--- src/rtl/class_select.sv ---
// Argmax stage for the final dense layer: waits for the layer to settle, snapshots its scores,
// scans them one per cycle and holds the winning class with confidence flags until consumed.
module class_select #(
  parameter int          DATA_WIDTH    = 16,  // DATA_WIDTH_3
  parameter int          N_CLASSES     = 3,   // OUT_SIZE_3
  parameter int          SETTLE_CYCLES = 33,  // IN_SIZE_3 + 1
  parameter int unsigned MIN_MARGIN    = 0
) (
  input  logic                         clk,
  input  logic                         rst,
  input  logic                         start,
  input  logic signed [DATA_WIDTH-1:0] scores [N_CLASSES],
  input  logic                         result_ready,
  output logic                         result_valid,
  output logic [$clog2(N_CLASSES)-1:0] class_idx,
  output logic signed [DATA_WIDTH-1:0] best_score,
  output logic                         low_conf,
  output logic                         no_detect,
  output logic                         busy
);

  localparam int IW = $clog2(N_CLASSES);
  localparam int CW = (SETTLE_CYCLES > 1) ? $clog2(SETTLE_CYCLES) : 1;

  localparam logic [1:0] S_IDLE   = 2'd0;
  localparam logic [1:0] S_SETTLE = 2'd1;
  localparam logic [1:0] S_SCAN   = 2'd2;
  localparam logic [1:0] S_HOLD   = 2'd3;

  localparam logic signed [DATA_WIDTH-1:0] MOST_NEG  = {1'b1, {(DATA_WIDTH-1){1'b0}}};
  localparam logic signed [DATA_WIDTH:0]   MARGIN_TH = (DATA_WIDTH+1)'(MIN_MARGIN);
  localparam logic [CW-1:0]                CNT_LAST  = CW'(SETTLE_CYCLES - 1);
  localparam logic [IW-1:0]                IDX_LAST  = IW'(N_CLASSES - 1);

  logic [1:0]                   state;
  logic [CW-1:0]                settle_cnt;
  logic [IW-1:0]                scan_idx;
  logic signed [DATA_WIDTH-1:0] snap [N_CLASSES];
  logic signed [DATA_WIDTH-1:0] best, second;
  logic [IW-1:0]                best_idx;

  logic signed [DATA_WIDTH-1:0] cand, nxt_best, nxt_second;
  logic [IW-1:0]                nxt_idx;
  logic signed [DATA_WIDTH:0]   margin;
  logic                         accept;

  assign accept = start && ((state == S_IDLE) || (state == S_HOLD && result_ready));
  assign busy   = (state != S_IDLE);

  // NOTE: every variable driven here gets a default first, so no path can leave it
  // unassigned and infer a latch.
  always_comb begin
    cand       = snap[scan_idx];
    nxt_best   = best;
    nxt_second = second;
    nxt_idx    = best_idx;
    if (scan_idx == '0) begin
      nxt_best   = cand;
      nxt_second = MOST_NEG;
      nxt_idx    = '0;
    end else if (cand > best) begin
      nxt_second = best;
      nxt_best   = cand;
      nxt_idx    = scan_idx;
    end else if (cand > second) begin
      nxt_second = cand;
    end
    // One extra bit keeps best minus the most negative value from overflowing.
    margin = {nxt_best[DATA_WIDTH-1], nxt_best} - {nxt_second[DATA_WIDTH-1], nxt_second};
  end

  // NOTE: sequential state uses non-blocking assignments so every register samples the
  // pre-edge values, independent of statement order.
  always_ff @(posedge clk or posedge rst) begin
    if (rst) begin
      state        <= S_IDLE;
      settle_cnt   <= '0;
      scan_idx     <= '0;
      best         <= '0;
      second       <= '0;
      best_idx     <= '0;
      result_valid <= 1'b0;
      class_idx    <= '0;
      best_score   <= '0;
      low_conf     <= 1'b0;
      no_detect    <= 1'b0;
      // NOTE: the snapshot is small and must read as zero after reset, so it is built
      // from flops with a reset rather than a RAM.
      for (int i = 0; i < N_CLASSES; i++) snap[i] <= '0;
    end else begin
      case (state)
        S_IDLE: begin
          if (accept) begin
            state      <= S_SETTLE;
            settle_cnt <= '0;
          end
        end
        S_SETTLE: begin
          settle_cnt <= settle_cnt + 1'b1;
          if (settle_cnt == CNT_LAST) begin
            for (int i = 0; i < N_CLASSES; i++) snap[i] <= scores[i];
            state    <= S_SCAN;
            scan_idx <= '0;
          end
        end
        S_SCAN: begin
          best     <= nxt_best;
          second   <= nxt_second;
          best_idx <= nxt_idx;
          if (scan_idx == IDX_LAST) begin
            state        <= S_HOLD;
            result_valid <= 1'b1;
            class_idx    <= nxt_idx;
            best_score   <= nxt_best;
            low_conf     <= (margin < MARGIN_TH);
            no_detect    <= (nxt_best <= 0);
          end else begin
            scan_idx <= scan_idx + 1'b1;
          end
        end
        default: begin  // S_HOLD
          if (result_ready) begin
            result_valid <= 1'b0;
            if (accept) begin
              state      <= S_SETTLE;
              settle_cnt <= '0;
            end else begin
              state <= S_IDLE;
            end
          end
        end
      endcase
    end
  end

endmodule

--- config.mk ---
export PLATFORM = sky130hd
export DESIGN_NAME = class_select
export DESIGN_NICKNAME = d
export VERILOG_FILES = /design/src/rtl/class_select.sv
export SDC_FILE = /design/constraint.sdc
export NUM_CORES = 1
export LEC_CHECK = 0
export ABC_AREA = 1
export BUFFER_PORTS_ARGS = -buffer_cell sky130_fd_sc_hd__buf_4
export CAP_MARGIN = 10
export CELL_PAD_IN_SITES_DETAIL_PLACEMENT = 1
export CELL_PAD_IN_SITES_GLOBAL_PLACEMENT = 1
export CORE_AREA = 5 5 128 130
export CTS_BUF_LIST = sky130_fd_sc_hd__clkbuf_16
export DETAILED_ROUTE_END_ITERATION = 7
export DIE_AREA = 0 0 133 135
export PLACE_DENSITY_LB_ADDON = 0.1
export SLEW_MARGIN = 20
export SYNTH_ARGS = -nofsm -noshare
export SYNTH_HDL_FRONTEND = slang
export SYNTH_SLANG_ARGS = --single-unit
--- constraint.sdc ---
create_clock -name clk -period 7 [get_ports clk]
set_input_delay 0.35 -clock clk [delete_from_list [all_inputs] [get_ports clk]]
set_output_delay 0.35 -clock clk [all_outputs]
set_load 0.005 [all_outputs]
### Word-level counts from Yosys, hierarchy flattened

Index checks and enable logic that the tools add are counted.

| storage, ports and cells | value |
|---|---|
| flip-flop bits (word level) | 113 |
| input port bits | 52 |
| output and inout bits | 22 |
| logic and storage cells | 76 |

| operators by class | value |
|---|---|
| add/subtract/negate cells | 3 |
| $lt $le $gt $ge | 5 |
| equality and inequality tests | 9 |
| mux-type cells | 25 |
| bitwise gates (word level) | 3 |
| reduce and logical (&&, ||, !) cells | 17 |

Operator list:

| operator | count |
|---|---|
| 16-bit 2-to-1 mux | 7 |
| 16-bit binary-select mux with 2-bit select | 1 |
| 16-bit greater-than comparator | 2 |
| 6-bit case mux with 3 select lines | 1 |
| 17-bit by 1-bit less-than comparator with 1-bit output (second input constant) | 1 |
| 16-bit by 16-bit subtractor with 17-bit output | 1 |
| 16-bit by 1-bit less-or-equal comparator with 1-bit output (second input constant) | 1 |
| 2-bit 2-to-1 mux | 8 |
| 6-bit 2-to-1 mux | 2 |
| 2-bit != test (second input constant) | 4 |
| 6-bit by 1-bit adder with 6-bit output (second input constant) | 1 |
| 2-bit == test (second input constant) | 3 |
| 6-bit == test (second input constant) | 1 |
| 2-bit case mux with 3 select lines | 1 |
| 2-bit AND reduction | 3 |
| 3-bit AND reduction | 2 |
| 2-bit nonzero test | 3 |
| 2-bit zero test | 2 |
| 2-bit case mux with 2 select lines | 1 |
| 4-bit AND reduction | 1 |
| 4-bit nonzero test | 1 |
| 3-bit >= comparator (second input constant) | 1 |
| 1-bit 2-to-1 mux | 3 |
| 2-bit inverter with 3-bit output | 1 |
| other kinds (8) | 10 |

### Depth between registers and ports, before layout

Gate-level depths: netlist of run 1.

| depth | value |
|---|---|
| word-level depth | 10 |
| depth in mapped cells | 34 |
| gate-level depth less buffers | 32 |

### Worst setup path before layout of run 1

Ideal clock, no wire load.

| timing | value |
|---|---|
| path kind | register to register |
| start | register scan_idx[0] |
| end | register low_conf |
| setup time | 0.117 ns |
| data arrival time | 3.744 ns |
| required time | 6.883 ns |
| slack | 3.139 ns |
| cell stages (with the launch flop) | 29 |
| path buffers | 4 |
| clock period less this slack | 3.861 ns |
| cell sequence | dfrtp_1 -> inv_2 -> buf_2 -> buf_6 -> or2_2 -> a32oi_1 -> inv_1 -> ha_1 -> nand4_1 -> inv_1 -> nand2_1 -> nand2_1 -> nor2_1 -> nand3_1 -> nand3_4 -> nand2_4 -> buf_12 -> buf_6 -> nand2_2 -> o21a_2 -> inv_1 -> ha_1 -> a21oi_1 -> nor2_1 -> a211oi_1 -> o221a_2 -> nand3_1 -> nand3_1 -> nand2_1 |

| on the way | value |
|---|---|
| elaborated cells between the ends (all ways) | 16 |
| classes of those cells | add/sub (1); order compare (3); eq/ne (1); mux (8); bitwise (1); reduce/logical (2) |

RTL lines:

| item | line | RTL |
|---|---|---|
| start, declared | 37 | `logic [IW-1:0] scan_idx;` |
| start signal, assigned | 118 | `scan_idx <= scan_idx + 1'b1;` |
| 2-bit inverter with 3-bit output (not written as such) | 53 | `cand = snap[scan_idx];` |
| 16-bit binary-select mux with 2-bit select | 53 |  |
| 16-bit 2-to-1 mux (not written as such) (2 in series) | 53 |  |
| 16-bit greater-than comparator | 61 | `end else if (cand > best) begin` |
| 16-bit 2-to-1 mux | 61 |  |
| 16-bit 2-to-1 mux (*) | 57 | `if (scan_idx == '0) begin` |
| net nxt_best[9] | 42 | `logic signed [DATA_WIDTH-1:0] cand, nxt_best, nxt_second;` |
| 16-bit by 16-bit subtractor with 17-bit output (*) | 69 | `margin = {nxt_best[DATA_WIDTH-1], nxt_best} - {nxt_second[DATA_WIDTH-1], nxt_second};` |
| 17-bit by 1-bit less-than comparator with 1-bit output (*) | 115 | `low_conf <= (margin < MARGIN_TH);` |
| end signal, assigned | 115 |  |
| end, declared | 17 | `output logic low_conf,` |

The timed path passes the listed nets; every way through them passes the cells marked *. The select of a mux whose other input is x is not followed.
A chain may end at the register's enable or synchronous reset.

### Final worst setup path of run 1

| timing | value |
|---|---|
| start | register scan_idx[1] |
| end | register low_conf |

| on the way | value |
|---|---|
| longest elaborated chain between the ends | 10 |
| elaborated cells between the ends (all ways) | 16 |
| classes of those cells | add/sub (1); order compare (3); eq/ne (1); mux (8); bitwise (1); reduce/logical (2) |

RTL lines:

| item | line | RTL |
|---|---|---|
| 2-bit inverter with 3-bit output (not written as such) | 53 |  |
| 16-bit binary-select mux with 2-bit select | 53 |  |
| 16-bit 2-to-1 mux (not written as such) (2 in series) | 53 |  |
| 16-bit greater-than comparator | 65 | `end else if (cand > second) begin` |
| 16-bit 2-to-1 mux | 65 |  |
| 16-bit 2-to-1 mux | 61 |  |
| 16-bit 2-to-1 mux | 57 |  |
| 16-bit by 16-bit subtractor with 17-bit output | 69 |  |
| 17-bit by 1-bit less-than comparator with 1-bit output | 115 |  |

Parallel ways exist; a longest one is shown, timed or not. The select of a mux whose other input is x is not followed.

==> results of run 1 <==
## cell families (layout without fill, tap and decap cells)
kind of cell	Yosys count	count (layout)	share of synthesized area, %
AOI/OAI and AO/OA	154	154	13.4
xor gates and xnor gates	1	1	0.132
adders and majority gates	56	56	10.5
buffers and inverters	117	194	7.26
DFF	113	113	42.5
muxes	48	48	8.13
and+or+nand+nor	278	278	18.0
## sequential cells by signal (all words and copies together), names as in the netlist
| register | flops |
|---|---|
| settle_cnt | 6 |
| class_idx | 2 |
| state | 2 |
| best_idx | 2 |
| best_score | 16 |
| snap | 48 |
| second | 16 |
| low_conf | 1 |
| no_detect | 1 |
| result_valid | 1 |
| best | 16 |
| scan_idx | 2 |
## synthesized netlist by cell type (all sizes together)
| master | count |
|---|---|
| o21ai | 91 |
| nor4 | 1 |
| nand4 | 5 |
| a211oi | 4 |
| o211ai | 5 |
| nor3 | 14 |
| o21a | 5 |
| and2 | 1 |
| a31oi | 2 |
| nand3b | 2 |
| o221a | 1 |
| a21o | 2 |
| or2 | 19 |
| mux2 | 48 |
| a21oi | 33 |
| nand3 | 22 |
| and3 | 1 |
| xor2 | 1 |
| inv | 86 |
| a2111o | 1 |
| buf | 10 |
| ha | 56 |
| dfrtp | 113 |
| clkbuf | 21 |
| a32oi | 9 |
| nor2 | 41 |
| nand2 | 172 |
| a32o | 1 |
## worst reg2reg max path: cells and delay by family (launching register included)
kind | cells | cell delay, ps
simple gates | 10 | 2010
fa+ha+maj | 2 | 710
buf+inv | 1 | 280
flops | 1 | 360
compound gates | 9 | 1850
## area by class of cell
| type | count | area (µm²) |
|---|---|---|
| clock inverter | 14 | 149 |
| tap | 188 | 235 |
| clock buffer | 17 | 425 |
| inverter | 86 | 325 |
| sequential | 113 | 2830 |
| fill | 1785 | 7140 |
| multi-input combinational | 537 | 3350 |
| timing repair buffer | 77 | 578 |
## metal layers
| layer | global-route usage [%] | vias to the layer above | share of wire (%) |
|---|---|---|---|
| met2 | 34.4 | 114 | 46 |
| met5 | 0 | - | 0 |
| li1 | - | 2696 | - |
| met1 | 29.3 | 2700 | 48 |
| met4 | 5.83 | 0 | 1.7 |
| met3 | 5.33 | 25 | 4.2 |
## cells in the final DEF (no fill, tap or decap), types with 2 or more instances in the layout
cell type / Yosys / routed
a211oi_1: 4 / 4
a21o_1: 2 / 2
a21oi_1: 33 / 33
a31oi_1: 2 / 2
a32oi_1: 9 / 9
buf_4: 0 / 77
bufinv_16: 0 / 3
clkbuf_16: 0 / 17
clkinv_1: 0 / 4
clkinv_2: 0 / 2
clkinvlp_4: 0 / 4
dfrtp_1: 113 / 113
ha_1: 56 / 56
inv_1: 83 / 83
inv_2: 3 / 3
mux2_2: 48 / 48
nand2_1: 166 / 165
nand2_2: 5 / 5
nand2_4: 1 / 2
nand3_1: 21 / 21
nand3b_1: 2 / 2
nand4_1: 5 / 5
nor2_1: 41 / 40
nor3_1: 14 / 14
o211ai_1: 5 / 5
o21a_1: 3 / 3
o21a_2: 2 / 2
o21ai_0: 81 / 81
o21ai_1: 3 / 3
o21ai_2: 7 / 7
or2_0: 6 / 6
or2_2: 12 / 12
## report_power, final
| part | leakage (µW) | switching [µW] | internal [µW] |
|---|---|---|---|
| Sequential | 0.00142 | 91.1 | 803 |
| Clock | 0.000272 | 309 | 548 |
| Combinational | 0.00213 | 1320 | 663 |
## stage by stage
stage / power (µW) / area (µm²)
4_1_cts: 3760 / 7880
5_1_grt: 4070 / 7890
3_5_place_dp: 2860 / 7310
6_report: 3740 / 7890
3_3_place_gp: 2770 / 7310
2_1_floorplan: 2300 / 6650
## path summary, 6_finish.rpt
| path | cells after the start | from | slack, ps | endpoint |
|---|---|---|---|---|
| setup / recovery | 22 | scan_idx[1]$_DFFE_PP0P_ | 1690 | low_conf$_DFFE_PP0P_ |
| hold / removal | 2 | rst | 40 | snap[47]$_DFFE_PP0P_ |
| setup reg to reg | 22 | scan_idx[1]$_DFFE_PP0P_ | 1690 | low_conf$_DFFE_PP0P_ |
| hold reg to reg | 2 | best_score[0]$_DFFE_PP0P_ | 480 | best_score[0]$_DFFE_PP0P_ |
| max in group asynchronous | 3 | rst | 5690 | second[4]$_DFFE_PP0P_ |
| min in group clk | 2 | scores[32] | 160 | snap[32]$_DFFE_PP0P_ |
==> results.py, run 1 <==
metrics = {
    "run_status": {
        "status": "finished clean",
    },
    "routing": {
        "first_pass_iters": 4,
        "drt_iter0_markers": 176,
        "wire_per_inst_um": 18.0,
        "drc": 0,
        "drt.antenna.violating_nets": 0,
        "finalWirelength_um": 18600,
        "vias": 5535,
        "routed_via_density": 5.36,
    },
    "place": {
        "post-place-cells": 1001,
        "dp_hpwl_um": 13600,
        "pre_cts_ws_ps": 1510,
        "gp_congestion": 0.869,
        "io_buffers": 73,
    },
    "setup_path": {
        "path_cells": "inv_1 > nor2_2 > nand2_1 > o21ai_0 > ha_1 > a21oi_1 > o21ai_0 > a21oi_1 > nand2_1 > nand2_1 > nand3_1 > nand2_1 > o21ai_0 > o21ai_0 > ha_1 > a21oi_1 > nor2_1 > a211oi_1 > o221a_2 > nand3_1 > nand3_1 > nand2_1",
        "crit_path_max_fanout": 23,
        "worst_ep_required_time_ps": 7300,
        "arrival_ps": 5610,
        "end_kind": "register",
        "crit_buf_inv": 1,
        "crit_family": "simple AND/OR/NAND/NOR gates",
        "startpoint_type": "register",
        "max_stage_delay_ps": 640,
        "crit_type": "reg -> reg",
        "slowest_stage": "nor2_2",
        "cp_common_cell": "nand2_1",
    },
    "floorplanning": {
        "row_count": 45,
        "die-area_um2": 18000,
        "core_area_um2": 15000,
        "start_util_pct": 44.2,
        "io_pins": 74,
        "fp.dieH_um": 135,
        "die_x_um": 133,
    },
    "synthesis": {
        "netlist_top_cells_area": "dfrtp_1 (43%), ha_1 (11%), nand2_1 (9.4%), mux2_2 (8.1%), o21ai_0 (6.1%)",
        "ys_ff_latch": 113,
        "yosysUniqueCellTypes": 40,
        "synth_top_area_share_pct": 42.5,
        "avgSynthCellArea_um2": 8.67,
        "synth_seq_area_share_pct": 42.5,
        "yosysWarnings": 0,
        "synth_area_um2": 6650,
        "synthesis.nets": 875,
        "synth_area_leader_cell": "dfrtp_1",
        "syn-instance-count": 767,
    },
    "sta": {
        "relSlewSlack_pct": 37.6,
        "setup_tns_ps": 0,
        "rsz0062_at_grt": "no",
        "worst_slew_pin_slew_ps": 934,
        "finalCritPeriodShare_pct": 75.8,
        "skew_ps": 10.8,
        "fmax_mhz": 188,
        "hold_viol": 0,
        "setup_viol": 0,
        "post-route-min-period_ps": 5310,
        "holdWs_ps": 36.7,
        "slew_viol_final": 0,
        "fin_ws_ps": 1690,
    },
    "layout": {
        "n_antenna_cell": 0,
        "area_growth_pct": 18.6,
        "drive_above_1_share_pct": 22.0,
        "final_util_pct": 52.5,
        "finalNetCount": 940,
        "finalNonFillerCells": 1032,
    },
    "global_routing": {
        "overflow": 0,
        "grt_util_all_layers_pct": 21.5,
        "antenna_found_initial": 0,
        "grt_max_degree": 59,
        "grt_pass1_vias": 5902,
        "grt_pass1_wl_um": 30600,
    },
    "clock_tree": {
        "cts.repair.resized": 0,
        "cts_buffers": 17,
        "cts_hold_buf": 0,
        "post_cts_buffers": 0,
        "cts_tree": "yes",
        "cts.sinks": 113,
        "h-tree-depth": 4,
        "clockBufferDepth": 2,
        "clkLatencyLatePin_ps": 420,
        "cts-root-buf": "clkbuf_16",
        "path_clk_slew_ps": 50,
    },
    "power": {
        "p_leak_uw": 0.00382,
        "peakVddDrop_mv": 0.258,
        "power_density_nw_per_um2": 474,
    },
    "hold_path": {
        "hold_path_class": "in -> async",
    },
    "job": {
        "max_cap_violations": 0,
    },
}
No activity file was read; power rests on OpenSTA's default activity.
==> inputs of run 2 (changes only) <==
--- a/config.mk
+++ b/config.mk
@@ -5,15 +5,15 @@
 export SDC_FILE = /design/constraint.sdc
 export NUM_CORES = 1
 export LEC_CHECK = 0
-export ABC_AREA = 1
+export ABC_AREA = 0
 export BUFFER_PORTS_ARGS = -buffer_cell sky130_fd_sc_hd__buf_4
 export CAP_MARGIN = 10
 export CELL_PAD_IN_SITES_DETAIL_PLACEMENT = 1
 export CELL_PAD_IN_SITES_GLOBAL_PLACEMENT = 1
-export CORE_AREA = 5 5 128 130
+export CORE_AREA = 5 5 133 135
 export CTS_BUF_LIST = sky130_fd_sc_hd__clkbuf_16
 export DETAILED_ROUTE_END_ITERATION = 7
-export DIE_AREA = 0 0 133 135
+export DIE_AREA = 0 0 138 140
 export PLACE_DENSITY_LB_ADDON = 0.1
 export SLEW_MARGIN = 20
 export SYNTH_ARGS = -nofsm -noshare
==> constraint.sdc (replaced) <==
create_clock -name clk -period 4.45 [get_ports clk]
set_input_delay 0.2225 -clock clk [delete_from_list [all_inputs] [get_ports clk]]
set_output_delay 0.2225 -clock clk [all_outputs]
set_load 0.005 [all_outputs]
==> run 2 against run 1 <==
The run now ends with negative setup slack left. Design area rose by 23%. Sequential share of layout area shrank 6.7 points. Critical endpoint unchanged. Via count grew 6.5%. Die area is 7.6% higher. Cell count rose by 8.2%. Synthesized cell count shrank 10%. Utilization up 6.8 points.
==> results.py, run 2 <==
metrics = {
    "run_status": {
        "status": "finished, violations left",
        "violations": "negative setup slack",
    },
    "sta": {
        "post-route-min-period_ps": 5010,
        "fin_ws_ps": -564,
        "fmax_mhz": 199,
        "finalCritPeriodShare_pct": 113,
        "hold_viol": 0,
        "worst_slew_pin_slew_ps": 851,
        "rsz0062_at_grt": "yes",
        "slew_viol_final": 0,
        "setup_viol": 1,
        "relSlewSlack_pct": 43.3,
        "skew_ps": 6.74,
    },
    "layout": {
        "drive_above_1_share_pct": 46.2,
        "n_antenna_cell": 0,
        "multi_input_area_um2": 4080,
        "regMostFlops": "snap",
        "area_growth_pct": 43.4,
        "nFillCells": 1807,
        "design_area_um2": 9700,
        "finalNetCount": 992,
        "layout_commonest_cell": "buf_4",
        "mostFrequentLayoutCells": "buf_4 (186), dfrtp_1 (113), nand2_1 (66)",
        "regArea_um2": 2830,
        "largest_reg_flops": 48,
    },
    "floorplanning": {
        "core_area_um2": 16300,
        "die_x_um": 138,
        "fp.dieH_um": 140,
        "start_util_pct": 41.4,
        "die-area_um2": 19300,
        "io_pins": 74,
        "row_count": 47,
    },
    "synthesis": {
        "synth_common_cells": "dfrtp_1 (113), nand2_1 (71), mux2_2 (65)",
        "netlist_top_cells_area": "dfrtp_1 (42%), mux2_2 (11%), ha_1 (10%), mux2i_1 (4.7%), nand2_1 (3.9%)",
        "syn-instance-count": 688,
        "synth_area_leader_cell": "dfrtp_1",
        "yosysWarnings": 0,
        "yosysMostFrequentCell": "dfrtp_1",
        "synthesis.nets": 796,
        "ys_ff_latch": 113,
        "synth_area_um2": 6760,
        "synth_edf_count": 0,
        "avgSynthCellArea_um2": 9.83,
        "synth_ff_type": "dfrtp_1",
        "synthArstFlopShare_pct": 100,
        "yosysUniqueCellTypes": 54,
        "synth_top_area_share_pct": 41.8,
        "synth_seq_area_share_pct": 41.8,
    },
    "place": {
        "dp_hpwl_um": 16300,
        "gp_congestion": 0.863,
        "placed_cell_area_um2": 8410,
        "io_buffers": 73,
    },
    "setup_path": {
        "max_stage_delay_ps": 590,
        "slowest_stage": "or4_4",
        "end_kind": "register",
        "crit_buf_inv": 6,
        "worst_ep_required_time_ps": 4760,
        "crit_type": "reg -> reg",
        "startpoint_type": "register",
        "crit_family": "simple AND/OR/NAND/NOR gates",
        "arrival_ps": 5320,
        "crit_path_max_fanout": 6,
        "path_cells": "buf_12 > buf_8 > mux2i_1 > nor2_1 > a21oi_2 > inv_2 > ha_4 > nand4_4 > or4_4 > a21oi_4 > o31a_4 > nor3_4 > buf_6 > buf_6 > buf_16 > o21ai_4 > nand2_2 > ha_4 > nand4_1 > or4_4 > a41oi_2 > a21boi_1 > o311ai_1",
    },
    "clock_tree": {
        "h-tree-depth": 4,
        "cts_tree": "yes",
        "path_clk_slew_ps": 60,
        "clockBufferDepth": 2,
        "clkLatencyLatePin_ps": 430,
        "cts.sinks": 113,
        "cts_buffers": 17,
        "cts-root-buf": "clkbuf_16",
    },
    "routing": {
        "drc": 0,
        "first_pass_iters": 4,
        "drt.antenna.violating_nets": 0,
        "routed_via_density": 5.28,
        "finalWirelength_um": 22500,
        "vias": 5893,
        "wire_per_inst_um": 20.2,
        "drt_iter0_markers": 190,
    },
    "global_routing": {
        "met3_usage_pct": 4.70,
        "antenna_found_initial": 0,
        "grt_pass1_vias": 6733,
        "use_met2_pct": 40.8,
        "overflow": 0,
        "grt_max_degree": 67,
        "met1_usage_pct": 30.6,
        "top_usage_layer": "met2",
        "grt_util_all_layers_pct": 23.7,
        "grt_pass1_wl_um": 36400,
    },
    "job": {
        "max_cap_violations": 0,
    },
    "hold_path": {
        "hold_path_class": "in -> reg",
    },
}
[run 2: cell types whose count changed in the layout (fill, tap and decap cells not counted), moves of 14 or more]
cell     before  now
nand3_1      21    3
a31o_2        0   14
a21oi_2       0   27
o21ai_0      81   21
inv_1        83   52
buf_4        77  186
nand2_1     165   66
mux2i_1       0   26
mux2_2       48   64
nor2_1       40   57
[run 2: logic make-up (layout without fill, tap and decap cells)]
family	count (synthesis)	in the layout	share of synthesized area (%)
buffers and inverters	91	300	5.53
muxes	97	97	15.6
DFF	113	113	41.8
adders and majority gates	56	56	10.4
AOI/OAI and AO/OA	140	140	13.5
and+or+nand+nor	187	187	12.7
xor gates and xnor gates	4	4	0.518
[run 2: final timing paths]
| check | slack, ps | endpoint | cells after the start | startpoint |
|---|---|---|---|---|
| setup / recovery | -560 | low_conf$_DFFE_PP0P_ | 23 | scan_idx[1]$_DFFE_PP0P_ |
| hold / removal | 30 | snap[3]$_DFFE_PP0P_ | 2 | scores[3] |
| setup reg to reg | -560 | low_conf$_DFFE_PP0P_ | 23 | scan_idx[1]$_DFFE_PP0P_ |
| hold reg to reg | 500 | class_idx[0]$_DFFE_PP0P_ | 2 | class_idx[0]$_DFFE_PP0P_ |
| max in group asynchronous | 2740 | second[11]$_DFFE_PP0P_ | 4 | rst |
| min in group asynchronous | 510 | snap[41]$_DFFE_PP0P_ | 3 | rst |
[run 2: final cells by class]
cell class | count | share of cell area, %
Multi-Input combinational cell | 484 | 42.1
Sequential cell | 113 | 29.2
Timing Repair Buffer | 208 | 17.9
Clock buffer | 17 | 4.39
Tap cell | 220 | 2.84
Inverter | 60 | 2.35
Clock inverter | 15 | 1.26
[run 2: repair_timing]
| action | 4_1_cts | 5_1_grt |
|---|---|---|
| setup buffers | 27 | 3 |
| gates resized for setup | 82 | 17 |
| setup endpoints to repair | 1 | 1 |
| cloned | 2 | 0 |
| hold buffers | 1 | 0 |
| pin swaps | 31 | 14 |
| endpoints found under the hold margin | 3 | 0 |
[run 2: metal layers]
| metal | wire (µm) | up-vias |
|---|---|---|
| met5 | 0 | - |
| met4 | 344 | 0 |
| met3 | 1010 | 28 |
| met2 | 11200 | 114 |
| met1 | 10000 | 2946 |
| li1 | - | 2805 |
[run 2: stage by stage]
| step | hold slack [ps] | instances | util (%) | setup TNS (ps) | setup slack (ps) |
|---|---|---|---|---|---|
| after floorplan | 373 | 688 | - | 0 | 4.62 |
| after global placement | 437 | 1052 | 51.4 | -498 | -498 |
| after detailed placement | 458 | 1052 | 51.4 | -685 | -685 |
| after CTS | 12.1 | 1114 | 58.4 | -474 | -474 |
| after global routing | 11.7 | 1117 | 59.3 | -764 | -764 |
| final | 25.1 | 1117 | 59.3 | -564 | -564 |
Power of run 2 is not shown: default switching activity piles up to over one toggle a cycle in this logic, so the estimate is an artifact.
==> inputs of run 3 (changes only) <==
--- a/config.mk
+++ b/config.mk
@@ -10,10 +10,10 @@
 export CAP_MARGIN = 10
 export CELL_PAD_IN_SITES_DETAIL_PLACEMENT = 1
 export CELL_PAD_IN_SITES_GLOBAL_PLACEMENT = 1
-export CORE_AREA = 5 5 133 135
+export CORE_AREA = 8 8 136 138
 export CTS_BUF_LIST = sky130_fd_sc_hd__clkbuf_16
 export DETAILED_ROUTE_END_ITERATION = 7
-export DIE_AREA = 0 0 138 140
+export DIE_AREA = 0 0 144 146
 export PLACE_DENSITY_LB_ADDON = 0.1
 export SLEW_MARGIN = 20
 export SYNTH_ARGS = -nofsm -noshare
==> run 3 against run 2 <==
The run still ends with negative setup slack left. Cell count up 1.8%. Critical path type unchanged. Utilization up 1.4 points. Non-clock buffer count increased by 20. Clock skew rose by 2.7 ps. Hold slack got worse by 14 ps. Design area increased by 2.0%. Sequential share of layout area down 0.56 points.
==> results.py, run 3 (synthesized netlist as in run 2, its figures left out) <==
metrics = {
    "place": {
        "gp_congestion": 0.855,
        "placed_cell_area_um2": 8350,
        "post-place-cells": 1049,
        "io_buffers": 73,
        "dp_hpwl_um": 16200,
    },
    "layout": {
        "finalNonFillerCells": 1137,
        "drive_above_1_share_pct": 47.7,
        "design_area_um2": 9890,
        "final_util_pct": 60.7,
        "n_antenna_cell": 0,
        "mostFrequentLayoutCells": "buf_4 (208), dfrtp_1 (112), nand2_1 (67)",
        "area_growth_pct": 46.3,
        "largest_reg_flops": 48,
        "nFillCells": 1754,
        "layout_commonest_cell": "buf_4",
        "regMostFlops": "snap",
        "finalNetCount": 1012,
    },
    "global_routing": {
        "grt_util_all_layers_pct": 22.5,
        "grt_pass1_vias": 6932,
        "grt_pass1_wl_um": 36800,
        "antenna_found_initial": 0,
        "grt_max_degree": 72,
        "overflow": 0,
    },
    "floorplanning": {
        "die_x_um": 144,
        "start_util_pct": 41.5,
        "core_area_um2": 16300,
        "die-area_um2": 21000,
        "io_pins": 74,
        "fp.dieH_um": 146,
        "row_count": 47,
    },
    "sta": {
        "finalCritPeriodShare_pct": 111,
        "setup_viol": 1,
        "slew_viol_final": 0,
        "post-route-min-period_ps": 4960,
        "fmax_mhz": 202,
        "worst_slew_pin_slew_ps": 970,
        "rsz0062_at_grt": "yes",
        "fin_ws_ps": -510,
        "holdWs_ps": 11.3,
        "hold_viol": 0,
        "skew_ps": 9.43,
        "relSlewSlack_pct": 35.3,
    },
    "run_status": {
        "violations": "negative setup slack",
        "status": "finished, violations left",
    },
    "setup_path": {
        "max_stage_delay_ps": 460,
        "crit_path_max_fanout": 7,
        "worstRegToRegCells": 25,
        "r2r-end": "low_conf$_DFFE_PP0P_",
        "r2r_setup_slack_ps": -510,
        "slowest_stage": "or4_4",
        "crit_type": "reg -> reg",
        "cp_common_cell": "a21o_1",
        "end_kind": "register",
        "worst_ep_required_time_ps": 4770,
        "arrival_ps": 5280,
        "r2r_start": "scan_idx[1]$_DFFE_PP0P_",
        "startpoint_type": "register",
    },
    "routing": {
        "wire_per_inst_um": 21.7,
        "finalWirelength_um": 24600,
        "drt_iter0_markers": 405,
        "first_pass_iters": 4,
        "routed_via_density": 5.37,
        "drt.antenna.violating_nets": 0,
        "drc": 0,
        "vias": 6110,
    },
    "hold_path": {
        "hold_path_class": "in -> async",
    },
    "clock_tree": {
        "cts.sinks": 113,
        "path_clk_slew_ps": 60,
        "clkLatencyLatePin_ps": 420,
        "cts_buffers": 17,
        "cts_tree": "yes",
        "h-tree-depth": 4,
        "clockBufferDepth": 2,
        "cts-root-buf": "clkbuf_16",
    },
    "job": {
        "max_cap_violations": 0,
    },
}
[run 3: cell count changes in the layout (fill, tap and decap cells not counted), sizes merged]
| cell | previous run | this run |
|---|---|---|
| buf | 207 | 227 |
| bufinv | 0 | 2 |
| clkbuf | 17 | 18 |
| clkinvlp | 3 | 4 |
| dlygate4sd3 | 1 | 0 |
| inv | 68 | 65 |
[run 3: final cells by class]
| cell class | instances | area, µm² | area share (%) |
|---|---|---|---|
| inverter | 60 | 228 | 2.30 |
| tap | 220 | 275 | 2.78 |
| clock buffer | 17 | 425 | 4.30 |
| multi-input combinational | 484 | 4110 | 41.6 |
| clock inverter | 15 | 156 | 1.58 |
| timing repair buffer | 228 | 1860 | 18.8 |
| sequential | 113 | 2830 | 28.6 |
[run 3: worst max-delay path by stage]
stage                     depth (start not counted)               startpoint                    to
after floorplan                                  25  scan_idx[1]$_DFFE_PP0P_  low_conf$_DFFE_PP0P_
after global placement                           22  scan_idx[1]$_DFFE_PP0P_  low_conf$_DFFE_PP0P_
after detailed placement                         21  scan_idx[1]$_DFFE_PP0P_  low_conf$_DFFE_PP0P_
after CTS                                        20  scan_idx[1]$_DFFE_PP0P_  low_conf$_DFFE_PP0P_
after global routing                             25  scan_idx[1]$_DFFE_PP0P_  low_conf$_DFFE_PP0P_
final                                            25  scan_idx[1]$_DFFE_PP0P_  low_conf$_DFFE_PP0P_
[run 3: what timing repair did]
item	in CTS	in global routing
hold buffers	0	0
gates resized for setup	45	55
setup buffers	35	20
cloned	1	0
endpoints found under the setup margin	1	12
pin swaps	25	29
[run 3: critical path: cells and delay by family, from the launching register on]
kind,cells,cell delay (ps)
buffers and inverters,5,660
AO/OA/AOI/OAI,12,2140
AND/OR/NAND/NOR,5,810
adder cells (fa/ha/maj),2,540
multiplexers,1,250
flip-flops,1,440
[run 3: stage by stage]
stage	setup WS (ps)	TNS [ps]
after detailed placement	-530	-530
after global routing	-721	-1000
after CTS	-410	-410
final	-510	-510
after floorplan	4.62	0
after global placement	-368	-368
[run 3: layer usage]
metal	GRT usage, %	vias to the layer above	share of wire (%)
met5	0	-	0
met1	28.3	3072	42
met4	8.21	0	2.6
met2	37.2	154	51
li1	-	2842	-
met3	4.46	42	4.4
Power of run 3 is left out for the same reason.
